$ cat config.mk
export PLATFORM = sky130hd
export DESIGN_NAME = uart_frame_packetizer
export DESIGN_NICKNAME = d
export VERILOG_FILES = /design/src/rtl/uart_frame_packetizer.sv
export SDC_FILE = /design/constraint.sdc
export NUM_CORES = 1
export LEC_CHECK = 0
export BUFFER_PORTS_ARGS = -buffer_cell sky130_fd_sc_hd__buf_2
export CORE_ASPECT_RATIO = 2
export CORE_UTILIZATION = 50
export CTS_CLUSTER_DIAMETER = 200
export DETAILED_ROUTE_END_ITERATION = 12
export PLACE_DENSITY = 0.66
export SLEW_MARGIN = 30
export SYNTH_ARGS = -nofsm -noshare
export SYNTH_HDL_FRONTEND = slang
export SYNTH_SLANG_ARGS = --single-unit
$ cat constraint.sdc
create_clock -name CLK -period 9.3 [get_ports CLK]
set_clock_uncertainty 0.1 [all_clocks]
set_input_delay 0.93 -clock CLK [delete_from_list [all_inputs] [get_ports CLK]]
set_output_delay 0.93 -clock CLK [all_outputs]
set_load 0.05 [all_outputs]
$ cat src/rtl/uart_frame_packetizer.sv
// rtl/uart_frame_packetizer.sv - groups FIFO bytes into length-prefixed checksummed UART packets
module uart_frame_packetizer #(
  parameter int          PayloadMax    = 64,
  parameter int          TimeoutCycles = 4096,
  parameter logic [7:0]  SyncByte0     = 8'hA5,
  parameter logic [7:0]  SyncByte1     = 8'h5A
) (
  input  logic       CLK,
  input  logic       RST,
  input  logic       i_empty,
  input  logic [7:0] i_byte,
  output logic       o_fetch,
  input  logic       i_frame_sync,
  input  logic       i_uart_ready,
  output logic [7:0] o_byte,
  output logic       o_valid,
  output logic       o_busy,
  output logic [5:0] o_seq
);

  localparam logic [2:0] S_FILL    = 3'd0;
  localparam logic [2:0] S_HDR0    = 3'd1;
  localparam logic [2:0] S_HDR1    = 3'd2;
  localparam logic [2:0] S_TYPESEQ = 3'd3;
  localparam logic [2:0] S_LEN     = 3'd4;
  localparam logic [2:0] S_PAYLOAD = 3'd5;
  localparam logic [2:0] S_CSUM    = 3'd6;

  localparam int         AW   = (PayloadMax > 1) ? $clog2(PayloadMax) : 1;
  localparam int         IW   = $clog2(TimeoutCycles + 1);
  localparam logic [7:0] PMAX = 8'(PayloadMax);
  localparam logic [IW-1:0] TMO = IW'(TimeoutCycles);

  logic [2:0]    state;
  logic [7:0]    count;
  logic [IW-1:0] idle;
  logic [7:0]    idx;
  logic [7:0]    csum;
  logic [5:0]    seq;
  logic          sync_pending;
  logic          is_sync;
  logic [7:0]    buffer [0:(1<<AW)-1];

  logic flush_data;
  logic flush_sync;
  logic xfer;

  // Flush decisions; buffered data always wins over a pending sync packet
  always_comb begin
    flush_data = (count == PMAX) || (idle == TMO) || (sync_pending && (count != 8'd0));
    flush_sync = sync_pending && (count == 8'd0);
    o_fetch    = !RST && (state == S_FILL) && !i_empty && (count < PMAX)
                 && !flush_data && !flush_sync;
    o_valid    = (state != S_FILL);
    o_busy     = (state != S_FILL);
    o_seq      = seq;
    xfer       = o_valid && i_uart_ready;
  end

  // Byte presented to the UART for the current packet field
  always_comb begin
    o_byte = 8'h00;
    case (state)
      S_HDR0:    o_byte = SyncByte0;
      S_HDR1:    o_byte = SyncByte1;
      S_TYPESEQ: o_byte = {(is_sync ? 2'b01 : 2'b00), seq};
      S_LEN:     o_byte = is_sync ? 8'h00 : count;
      S_PAYLOAD: o_byte = buffer[idx[AW-1:0]];
      S_CSUM:    o_byte = csum;
      default:   o_byte = 8'h00;
    endcase
  end

  // Payload storage; written only while filling
  always_ff @(posedge CLK) begin
    if (o_fetch) buffer[count[AW-1:0]] <= i_byte;
  end

  // Packet FSM, fill/idle counters, sequence number and sync bookkeeping
  always_ff @(posedge CLK) begin
    if (RST) begin
      state        <= S_FILL;
      count        <= 8'd0;
      idle         <= '0;
      idx          <= 8'd0;
      csum         <= 8'd0;
      seq          <= 6'd0;
      sync_pending <= 1'b0;
      is_sync      <= 1'b0;
    end else begin
      // A new pulse on the clearing edge must survive, so set has priority
      if (i_frame_sync)
        sync_pending <= 1'b1;
      else if ((state == S_CSUM) && xfer && is_sync)
        sync_pending <= 1'b0;

      case (state)
        S_FILL: begin
          if (flush_data || flush_sync) begin
            state   <= S_HDR0;
            is_sync <= !flush_data;
            idle    <= '0;
          end else if (o_fetch) begin
            count <= count + 8'd1;
            idle  <= '0;
          end else if (i_empty && (count != 8'd0)) begin
            idle <= idle + IW'(1);
          end
        end
        S_HDR0: begin
          csum <= 8'd0;
          if (xfer) state <= S_HDR1;
        end
        S_HDR1: begin
          if (xfer) state <= S_TYPESEQ;
        end
        S_TYPESEQ: begin
          if (xfer) begin
            csum  <= csum + o_byte;
            state <= S_LEN;
          end
        end
        S_LEN: begin
          if (xfer) begin
            csum  <= csum + o_byte;
            idx   <= 8'd0;
            state <= is_sync ? S_CSUM : S_PAYLOAD;
          end
        end
        S_PAYLOAD: begin
          if (xfer) begin
            csum <= csum + o_byte;
            if (idx == count - 8'd1) state <= S_CSUM;
            else                     idx   <= idx + 8'd1;
          end
        end
        S_CSUM: begin
          if (xfer) begin
            seq   <= seq + 6'd1;
            count <= 8'd0;
            idle  <= '0;
            state <= S_FILL;
          end
        end
        default: state <= S_FILL;
      endcase
    end
  end

endmodule

==> run metrics, run 1 <==
predominant post-synthesis flop cell=edfxtp_1; synthesized cell area=23,000 sq um; insertion delay of the later-clocked pin in the worst-skew pair=0.58 ns; worst max-slew margin expressed relative to the limit=0.334; flops & latches, synth=566; most frequent cells in the layout=edfxtp_1, mux4_2, nor2_1, dfxtp_1, clkbuf_16; EDFF count, synth=512; Maximum Capacitance Violations=0; maximum clock frequency=0.195 GHz; hold_sp=o_seq[1]; First DRT Iteration DRCs=1,124; FFs w/ async S/R, synth=0; number of antenna repair diodes=0; buffers inserted during post-CTS setup optimization=0; cell count of the worst hold path=2; site row count=110; post-detailed-route count of antenna-violating nets=0; final core utilization=0.556; vias in the first global route=12,300; Final Total Pwr=0.00490 W; first-pass GRT wire length=79,400 um; number of hold buffers added after CTS=0; clock transition at the register clock pins on the worst setup and hold paths after CTS=0.07 ns; cell mode on critical path=mux4_2; Least-Margin Pin Slew=0.996 ns; post-route minimum period=5.14 ns; critical path launch point type=register; commonest non-fill, non-tap cell in the layout=edfxtp_1; setup-violating endpoint count in the final report=0; post-synthesis instance total=1,231; number of detailed-routing iterations run before antenna repair=7; Post-Place Cell Area=23,700 sq um; DP Wirelength=34,600 um; CTS Root Buffer Type=clkbuf_16; DRT Wirelength=52,400 um; longest individual stage delay on the worst path=0.62 ns; via/cell ratio=6.24; critical path fanouts, max=72; grt total ovfl=0; starting density of the core=0.509; type of the worst min-delay path=reg2reg; Critical Path Sink Type=output pin; Synth-to-Final Area Change=9.21%; Mapped Nets=1,259; required time of the critical path=8.27 ns; share of final-layout standard cells stronger than drive strength 1=0.239; Post-Syn Area per Cell=18.7 sq um; wire length per cell=28.4 um; TritonCTS Sinks=566; number of nets in the finished design=1,278; Vias=11,500; placeable core region=45,300 sq um; port bufs=29; overall die area=47,000 sq um; final hold slack=0.411 ns; die extent in x=154 um; worst-path cell with the longest stage delay=mux4_2; floorplan die height=306 um; hold violation count in the final report=0; Global Route Usage Sum=0.233; worst reg2reg path endpoint=csum[7]; total clock buffers created by CTS=48; largest net degree at the start of global routing=73; path type of the worst setup path=reg2out; run status=finished clean; cell-by-cell trace of the critical path=buf_12 > buf_16 > mux4_2 > mux4_2 > mux4_2 > nand3_1 > nand4_1 > buf_2; total leakage power=7.60 nW; Reg2Reg Setup Slack=4.25 ns; Worst IR Drop VDD=0.169 mV; data arrival time of the worst path=4.11 ns; Reg2Reg Depth=15; Max Transition Viols Final=0; Residual DRC=0; unrepaired setup endpoints after global routing=false; initial antenna violation count=0; count of pins on the block boundary=30; final period utilization=0.553; weighted congestion reported at the end of routability-driven placement=0.948; Total Negative Setup Slacks=0 ns; Synth Warn #=0; TritonCTS clock tree=yes; post-route design area=25,200 sq um; number of unique standard cell types used by synthesis=61; Hold Path End=o_seq[1]; Power Dens Cells=195 nW/um^2; CTS-repair resized insts=0; # H-tree levels=2; clk buf depth=3; sequential share of the synthesized area=0.714
state kept, by name (all words and copies together) (netlist names), named ones only:
name / cells
idle: 13
idx: 8
state: 3
buffer: 512
o_seq: 6
is_sync: 1
csum: 8
sync_pending: 1
count: 8
through the flow:
step	setup slack (ns)	cells
2_1_floorplan	4.48	1231
3_3_place_gp	4.11	1758
3_5_place_dp	4.30	1760
4_1_cts	4.11	1842
5_1_grt	3.95	1842
6_report	4.16	1842
layout make-up:
type | instances | area [sq um]
fillers | 3376 | 20100
flip-flops and latches | 566 | 16500
multi-input cells | 578 | 6200
clock buffers | 55 | 1250
well taps | 560 | 701
repair buffers | 41 | 305
clock inverters | 27 | 181
inverters | 15 | 56.3
worst max-delay path, delay by kind of cell, from the launching register on:
family | cells | cell delay (ns)
multiplexers | 3 | 1.72
buffers and inverters | 3 | 1.02
flip-flops | 1 | 0.35
AND/OR/NAND/NOR | 2 | 0.26
report_power, final:
group          internal (W)  leakage (nW)  switching (W)
logic             0.0000532          1.85       0.000158
clock network      0.000995         0.706       0.000912
registers           0.00277          5.04      0.0000103
worst max path at each step:
stage / to / depth (start not counted)
after floorplan: csum[6] / 17
after global placement: csum[7] / 14
after detailed placement: csum[7] / 15
after CTS: o_byte[7] / 8
after global routing: csum[7] / 15
final: o_byte[5] / 8
cells by family after synthesis:
group                    share of synthesized area
multiplexers                                 0.162
buffers and inverters                       0.0182
XOR/XNOR                                    0.0141
flip-flops                                   0.714
AO/OA/AOI/OAI                               0.0279
AND/OR/NAND/NOR                             0.0546
adder cells (fa/ha/maj)                    0.00847
per-layer routing:
metal  wire length, um  track usage  vias to the layer above
met1             18200        0.257                     6014
met3              2110       0.0244                      109
met4              2280        0.104                        0
li1                  -            -                     4994
met2             29800        0.444                      379
met5                 0            0                        -
synth_stat cells (all sizes together), types with 2 or more instances:
| master | count | area (sq um) |
|---|---|---|
| edfxtp | 512 | 15400 |
| mux4 | 164 | 3690 |
| nor2 | 124 | 465 |
| dfxtp | 54 | 1080 |
| nand2 | 44 | 165 |
| buf | 41 | 248 |
| clkbuf | 31 | 116 |
| nand3 | 26 | 130 |
| xnor2 | 25 | 219 |
| a21oi | 21 | 105 |
| inv | 15 | 56.3 |
| ha | 14 | 175 |
| o21ai | 13 | 68.8 |
| a22oi | 12 | 90.1 |
| nor3 | 12 | 65.1 |
| xor2 | 12 | 105 |
| nand4 | 11 | 68.8 |
| or3 | 9 | 56.3 |
| a2111oi | 8 | 93.9 |
| a21o | 8 | 60.1 |
| a211oi | 7 | 52.6 |
| nor2b | 7 | 43.8 |
| nand3b | 6 | 45.0 |
| and3 | 5 | 31.3 |
| mux2i | 5 | 50.1 |
| a31oi | 4 | 25.0 |
| o2bb2ai | 4 | 35.0 |
| nand4b | 3 | 26.3 |
| nor4 | 3 | 18.8 |
| nor4b | 3 | 26.3 |
| o31ai | 3 | 22.5 |
| a41oi | 2 | 17.5 |
| and2 | 2 | 12.5 |
| nand2b | 2 | 12.5 |
| nor3b | 2 | 15.0 |
| o21bai | 2 | 18.8 |
Power figures use the tool's default switching activity.
==> run 2, diff against run 1 <==
- clock period: 9.3 -> 5.25 ns (I/O delays scaled with it)
==> run 2 against run 1 <==
Core utilization rose by 1.3 points; non-clock buffer count rose by 49; total power rose by 85%; sequential power rose by 77%; count of clock-buffer cells in the layout did not move; sequential share of layout area fell by 1.5 points; routed wire length rose by 3.1%; via count rose by 2.0%; critical path type is now reg2reg; largest cell class unchanged; largest power group unchanged.
==> run metrics, run 2 (synthesis results as in run 1) <==
setup-violating endpoint count in the final report=0 (unchanged); weighted congestion reported at the end of routability-driven placement=0.921 (was 0.948); maximum clock frequency=0.220 GHz; DRT Wirelength=54,000 um (was 52,400 um); required time of the critical path=5.63 ns (was 8.27 ns); floorplan die height=306 um (unchanged); Synth-to-Final Area Change=11.8% (was 9.21%); CTS Root Buffer Type=clkbuf_16 (unchanged); first-pass GRT wire length=80,400 um (was 79,400 um); post-detailed-route count of antenna-violating nets=0 (unchanged); fillcell total=3,295 (was 3,376); hold violation count in the final report=0 (unchanged); number of antenna repair diodes=0 (unchanged); port bufs=29 (unchanged); First DRT Iteration DRCs=1,183 (was 1,124); die extent in x=154 um (unchanged); Post-Place Cell Area=24,100 sq um (was 23,700 sq um); worst max-slew margin expressed relative to the limit=0.366 (was 0.334); Critical Path Sink Type=register (was output pin); commonest non-fill, non-tap cell in the layout=edfxtp_1 (unchanged); critical path fanouts, max=40 (was 72); CTS-repair resized insts=0 (unchanged); met2 WL post-DR=30,500 um (was 29,800 um); Maximum Capacitance Violations=0 (unchanged); Residual DRC=0 (unchanged); most frequent cells in the layout=edfxtp_1, mux4_2, nor2_1, buf_4, dfxtp_1 (was edfxtp_1, mux4_2, nor2_1, dfxtp_1, clkbuf_16); vias in the first global route=12,300 (about the same); total leakage power=7.96 nW (was 7.60 nW); path type of the worst setup path=reg2reg (was reg2out); number of nets in the finished design=1,326 (was 1,278); via/cell ratio=6.19 (was 6.24); Final Total Pwr=0.00908 W (was 0.00490 W); flip-flop count of the largest register after layout=512 (unchanged); Global Route Usage Sum=0.239 (was 0.233); Max Transition Viols Final=0 (unchanged); number of detailed-routing iterations run before antenna repair=5 (was 7); buffers inserted during post-CTS setup optimization=0 (unchanged); placeable core region=45,300 sq um (unchanged); TritonCTS clock tree=yes (unchanged); total clock buffers created by CTS=47 (was 48); data arrival time of the worst path=4.92 ns (was 4.11 ns); post-route design area=25,800 sq um (was 25,200 sq um); final core utilization=0.569 (was 0.556); TritonCTS Sinks=566 (unchanged); wire length per cell=28.5 um (was 28.4 um); initial antenna violation count=1 (was 0); clk buf depth=3 (unchanged); Post-Route M1 WL=18,700 um (was 18,200 um); # H-tree levels=2 (unchanged); clock transition at the register clock pins on the worst setup and hold paths after CTS=0.07 ns (about the same); count of pins on the block boundary=30 (unchanged); largest net degree at the start of global routing=65 (was 73); Worst IR Drop VDD=0.267 mV (was 0.169 mV); met3 WL post-DR=2250 um (was 2110 um); final period utilization=0.865; insertion delay of the later-clocked pin in the worst-skew pair=0.57 ns (was 0.58 ns); grt total ovfl=0 (unchanged); site row count=110 (unchanged); overall die area=47,000 sq um (unchanged); number of hold buffers added after CTS=0 (unchanged); Least-Margin Pin Slew=0.947 ns (was 0.996 ns); highest routed metal layer=met5 (was met4); Power Dens Cells=352 nW/um^2 (was 195 nW/um^2); unrepaired setup endpoints after global routing=false (unchanged); post-route minimum period=4.54 ns; run status=finished clean (unchanged); Vias=11,700 (was 11,500); Total Negative Setup Slacks=0 ns (unchanged); type of the worst min-delay path=in2reg (was reg2reg); DP Wirelength=35,900 um (was 34,600 um); starting density of the core=0.509 (unchanged); critical path launch point type=register (unchanged); share of final-layout standard cells stronger than drive strength 1=0.257 (was 0.239)
-- run 2: path summary, 6_finish.rpt --
kind,startpoint,end,slack [ns],depth (start not counted)
worst max-delay path,register,csum[7],0.71,14
worst min-delay path,i_frame_sync,sync_pending,0.09,3
worst min register to register,o_seq[1],o_seq[1],0.42,2
worst max register to register,register,csum[7],0.71,14
-- run 2: per-layer routing --
metal,vias up,global-route usage
met2,369,0.453
li1,5085,-
met5,-,0
met3,107,0.0271
met4,2,0.117
met1,6166,0.260
-- run 2: through the flow --
stage                     hold WS (ns)  instances  setup WS, ns
after floorplan                  0.357       1231         0.431
after global placement           0.385       1809         0.757
after detailed placement         0.405       1809         0.734
after CTS                       0.0609       1896         0.680
after global routing            0.0863       1896         0.476
final                           0.0865       1896         0.710
-- run 2: critical path, cell delays in order, from the launching register on --
cell	delay [ns]
dfxtp_4	0.50
buf_12	0.33
mux4_2	0.54
mux4_2	0.54
mux4_2	0.52
nand3_1	0.11
nand4_1	0.10
ha_1	0.24
a21o_1	0.18
a21oi_1	0.23
o21ai_0	0.17
o41ai_1	0.37
o21ai_1	0.16
a21o_1	0.18
a31oi_1	0.14
-- run 2: final cells by class --
type,instances,area [sq um],area share
Timing Repair Buffer,90,716,0.0278
Tap cell,560,701,0.0272
Clock buffer,55,1230,0.0476
Clock inverter,32,424,0.0165
Inverter,15,56.3,0.00219
Sequential cell,566,16500,0.639
Multi-Input combinational cell,578,6170,0.240
-- run 2: power by group --
group / total (W) / internal (W) / switching (W) / leakage, nW
Clock: 0.00376 / 0.00218 / 0.00159 / 0.799
Combinational: 0.000377 / 0.0000984 / 0.000279 / 2.13
Sequential: 0.00494 / 0.00492 / 0.0000237 / 5.04
Total: 0.00908 / 0.00719 / 0.00189 / 7.96
==> run 3, diff against run 2 <==
- ABC_AREA: unset -> 1
==> run 3 against run 2 <==
Global-route usage grew 3.2 points; synthesized cell count increased by 65%; sequential share of layout area fell by 0.56 points; first-iteration DRC count is 22% higher; non-clock buffer count fell by 33; critical endpoint is now csum[5]; largest cell class unchanged.
==> run metrics, run 3 <==
run status=finished clean (unchanged); most frequent cells in the layout=edfxtp_1, nor2_1, o21ai_0, nand2_1, nand3_1 (was edfxtp_1, mux4_2, nor2_1, buf_4, dfxtp_1); flip-flop count of the largest register after layout=512 (unchanged); via/cell ratio=6.08 (was 6.19); Reg2Reg Depth=19 (was 14); Max Transition Viols Final=0 (unchanged); CTS-repair resized insts=0 (unchanged); worst max-slew margin expressed relative to the limit=0.294 (was 0.366); largest net degree at the start of global routing=134 (was 65); die extent in x=156 um (was 154 um); Worst IR Drop VDD=0.292 mV (was 0.267 mV); clk buf depth=3 (unchanged); highest routed metal layer=met4 (was met5); hold violation count in the final report=0 (unchanged); unrepaired setup endpoints after global routing=false (unchanged); Non-Filler Instances=2,673 (was 1,896); fillcell total=3,836 (was 3,295); Post-Route M1 WL=22,300 um (was 18,700 um); final hold slack=0.0638 ns (was 0.0865 ns); number of nets in the finished design=2,038 (was 1,326); grt total ovfl=0 (unchanged); worst reg2reg path endpoint=csum[5] (was csum[7]); synthesized cell area=23,700 sq um (was 23,000 sq um); # H-tree levels=2 (unchanged); path type of the worst setup path=reg2reg (unchanged); share of final-layout standard cells stronger than drive strength 1=0.0841 (was 0.257); maximum clock frequency=0.217 GHz (was 0.220 GHz); flops & latches, synth=566 (unchanged); weighted congestion reported at the end of routability-driven placement=0.888 (was 0.921); cell-by-cell trace of the critical path=buf_12 > buf_4 > o21ai_0 > o22ai_1 > nor2_1 > o21ai_0 > nand3_1 > nand2_1 > nand2_1 > nand2_1 > ha_1 > a21oi_1 > and2_1 > nor2_1 > o21ai_0 > nand2_1 > or2_2 > nand3_1 > a21oi_1 (was buf_12 > mux4_2 > mux4_2 > mux4_2 > nand3_1 > nand4_1 > ha_1 > a21o_1 > a21oi_1 > o21ai_0 > o41ai_1 > o21ai_1 > a21o_1 > a31oi_1); worst-path cell with the longest stage delay=o21ai_0 (was mux4_2); buffers inserted during post-CTS setup optimization=0 (unchanged); count of pins on the block boundary=30 (unchanged); type of the worst min-delay path=in2reg (unchanged); placeable core region=46,700 sq um (was 45,300 sq um); initial antenna violation count=0 (was 1); wire length per cell=24.1 um (was 28.5 um); Cell Count Post-Placement=2,589 (was 1,809); DRT Wirelength=64,500 um (was 54,000 um); hold_sp=i_frame_sync (unchanged); Least-Margin Pin Slew=1.06 ns (was 0.947 ns); top-area cell type share of the netlist area=0.648 (was 0.667); critical path launch point type=register (unchanged); clock transition at the register clock pins on the worst setup and hold paths after CTS=0.07 ns (about the same); met3 WL post-DR=3490 um (was 2250 um); Total Negative Setup Slacks=0 ns (unchanged); total clock buffers created by CTS=46 (was 47); total leakage power=8.60 nW (was 7.96 nW); cell count of the worst hold path=3 (unchanged); cell mode on critical path=nand2_1 (was mux4_2); Final Total Pwr=0.00960 W (was 0.00908 W); sequential share of the synthesized area=0.694 (was 0.714); commonest non-fill, non-tap cell in the layout=edfxtp_1 (unchanged); final period utilization=0.876 (was 0.865); area of the multi-input gates=6410 sq um (was 6170 sq um); least setup slack across all paths after layout=0.651 ns (was 0.710 ns); CTS Root Buffer Type=clkbuf_16 (unchanged); Power Dens Cells=369 nW/um^2 (was 352 nW/um^2); required time of the critical path=5.59 ns (was 5.63 ns); Post-Syn Area per Cell=11.7 sq um (was 18.7 sq um); longest individual stage delay on the worst path=0.66 ns (was 0.54 ns); number of hold buffers added after CTS=0 (unchanged); Synth-to-Final Area Change=9.59% (was 11.8%); cell types occupying the most area after synthesis=edfxtp_1, o21ai_0, nor2_1 (was edfxtp_1, mux4_2, dfxtp_1); port bufs=29 (unchanged); EDFF count, synth=512 (unchanged); number of detailed-routing iterations run before antenna repair=6 (was 5); overall die area=48,400 sq um (was 47,000 sq um); post-detailed-route count of antenna-violating nets=0 (unchanged); data arrival time of the worst path=4.94 ns (was 4.92 ns); critical path fanouts, max=133 (was 40); TritonCTS clock tree=yes (unchanged); vias in the first global route=16,000 (was 12,300); setup-violating endpoint count in the final report=0 (unchanged); Synth Warn #=0 (unchanged); leading cell type by number of instances after synthesis=edfxtp_1 (unchanged); number of unique standard cell types used by synthesis=49 (was 61); Residual DRC=0 (unchanged); floorplan die height=310 um (was 306 um); predominant post-synthesis flop cell=edfxtp_1 (unchanged); register cell area after layout=16,500 sq um (about the same); area leader, netlist=edfxtp_1 (unchanged); number of antenna repair diodes=0 (unchanged); Maximum Capacitance Violations=0 (unchanged); FFs w/ async S/R, synth=0 (unchanged); DP Wirelength=40,300 um (was 35,900 um); Global Route Usage Sum=0.270 (was 0.239); Hold Path End=sync_pending (unchanged); top cells by instance count after synthesis=edfxtp_1, nor2_1, o21ai_0, nand2_1, nand3_1 (was edfxtp_1, mux4_2, nor2_1, dfxtp_1, nand2_1); TritonCTS Sinks=566 (unchanged); site row count=112 (was 110); met2 WL post-DR=34,600 um (was 30,500 um); post-route minimum period=4.60 ns (was 4.54 ns); Vias=16,300 (was 11,700); worst setup slack before clock tree synthesis=0.798 ns (was 0.734 ns); insertion delay of the later-clocked pin in the worst-skew pair=0.57 ns (about the same); first-pass GRT wire length=96,400 um (was 80,400 um); Reg2Reg Setup Slack=0.65 ns (was 0.71 ns); Critical Path Sink Type=register (unchanged); starting density of the core=0.508 (was 0.509); post-synthesis instance total=2,025 (was 1,231); Mapped Nets=2,053 (was 1,259); First DRT Iteration DRCs=1,438 (was 1,183)
==> run 3: layer usage <==
layer / up-vias / GRT usage
li1: 7346 / -
met2: 653 / 0.498
met5: - / 0
met1: 8087 / 0.294
met3: 170 / 0.0312
met4: 0 / 0.164
==> run 3: kinds of logic after synthesis <==
group / count (synthesis) / synth area share
fa+ha+maj: 15 / 0.00823
flops: 566 / 0.694
xor+xnor: 15 / 0.00554
buf+inv: 195 / 0.0363
simple gates: 778 / 0.141
compound gates: 456 / 0.115
==> run 3: critical path: cells and delay by family, from the launching register on <==
kind,cells,cell delay [ns]
AND/OR/NAND/NOR,10,1.39
adder cells (fa/ha/maj),1,0.28
buffers and inverters,2,0.81
flip-flops,1,0.40
AO/OA/AOI/OAI,6,1.35
==> run 3: stage by stage <==
step,area [sq um],util
floorplan,23700,-
global placement,24400,0.523
detailed placement,24400,0.524
CTS,26000,0.557
global route,26000,0.557
finish,26000,0.557
==> run 3: where the power goes <==
part           internal [W]  leakage [nW]  switching, W  total [W]
Clock               0.00203         0.755       0.00157    0.00360
Combinational      0.000241          2.80      0.000753   0.000994
Sequential          0.00495          5.04     0.0000511    0.00500
Total               0.00722          8.60       0.00238    0.00960
==> run 3: cell type report <==
class,count,share of cell area
clock inverters,22,0.0102
repair buffers,57,0.0187
well taps,627,0.0302
flip-flops and latches,566,0.633
clock buffers,62,0.0498
inverters,75,0.0112
multi-input cells,1264,0.247
==> run 3: worst max-delay path by stage <==
| stage | startpoint | endpoint | slack [ns] | cells after the start |
|---|---|---|---|---|
| floorplan | register | csum[6] | 1.59 | 24 |
| global placement | register | csum[7] | 0.80 | 19 |
| detailed placement | register | csum[7] | 0.80 | 19 |
| CTS | register | csum[5] | 0.79 | 19 |
| global route | register | csum[7] | 0.36 | 20 |
| finish | register | csum[5] | 0.65 | 19 |
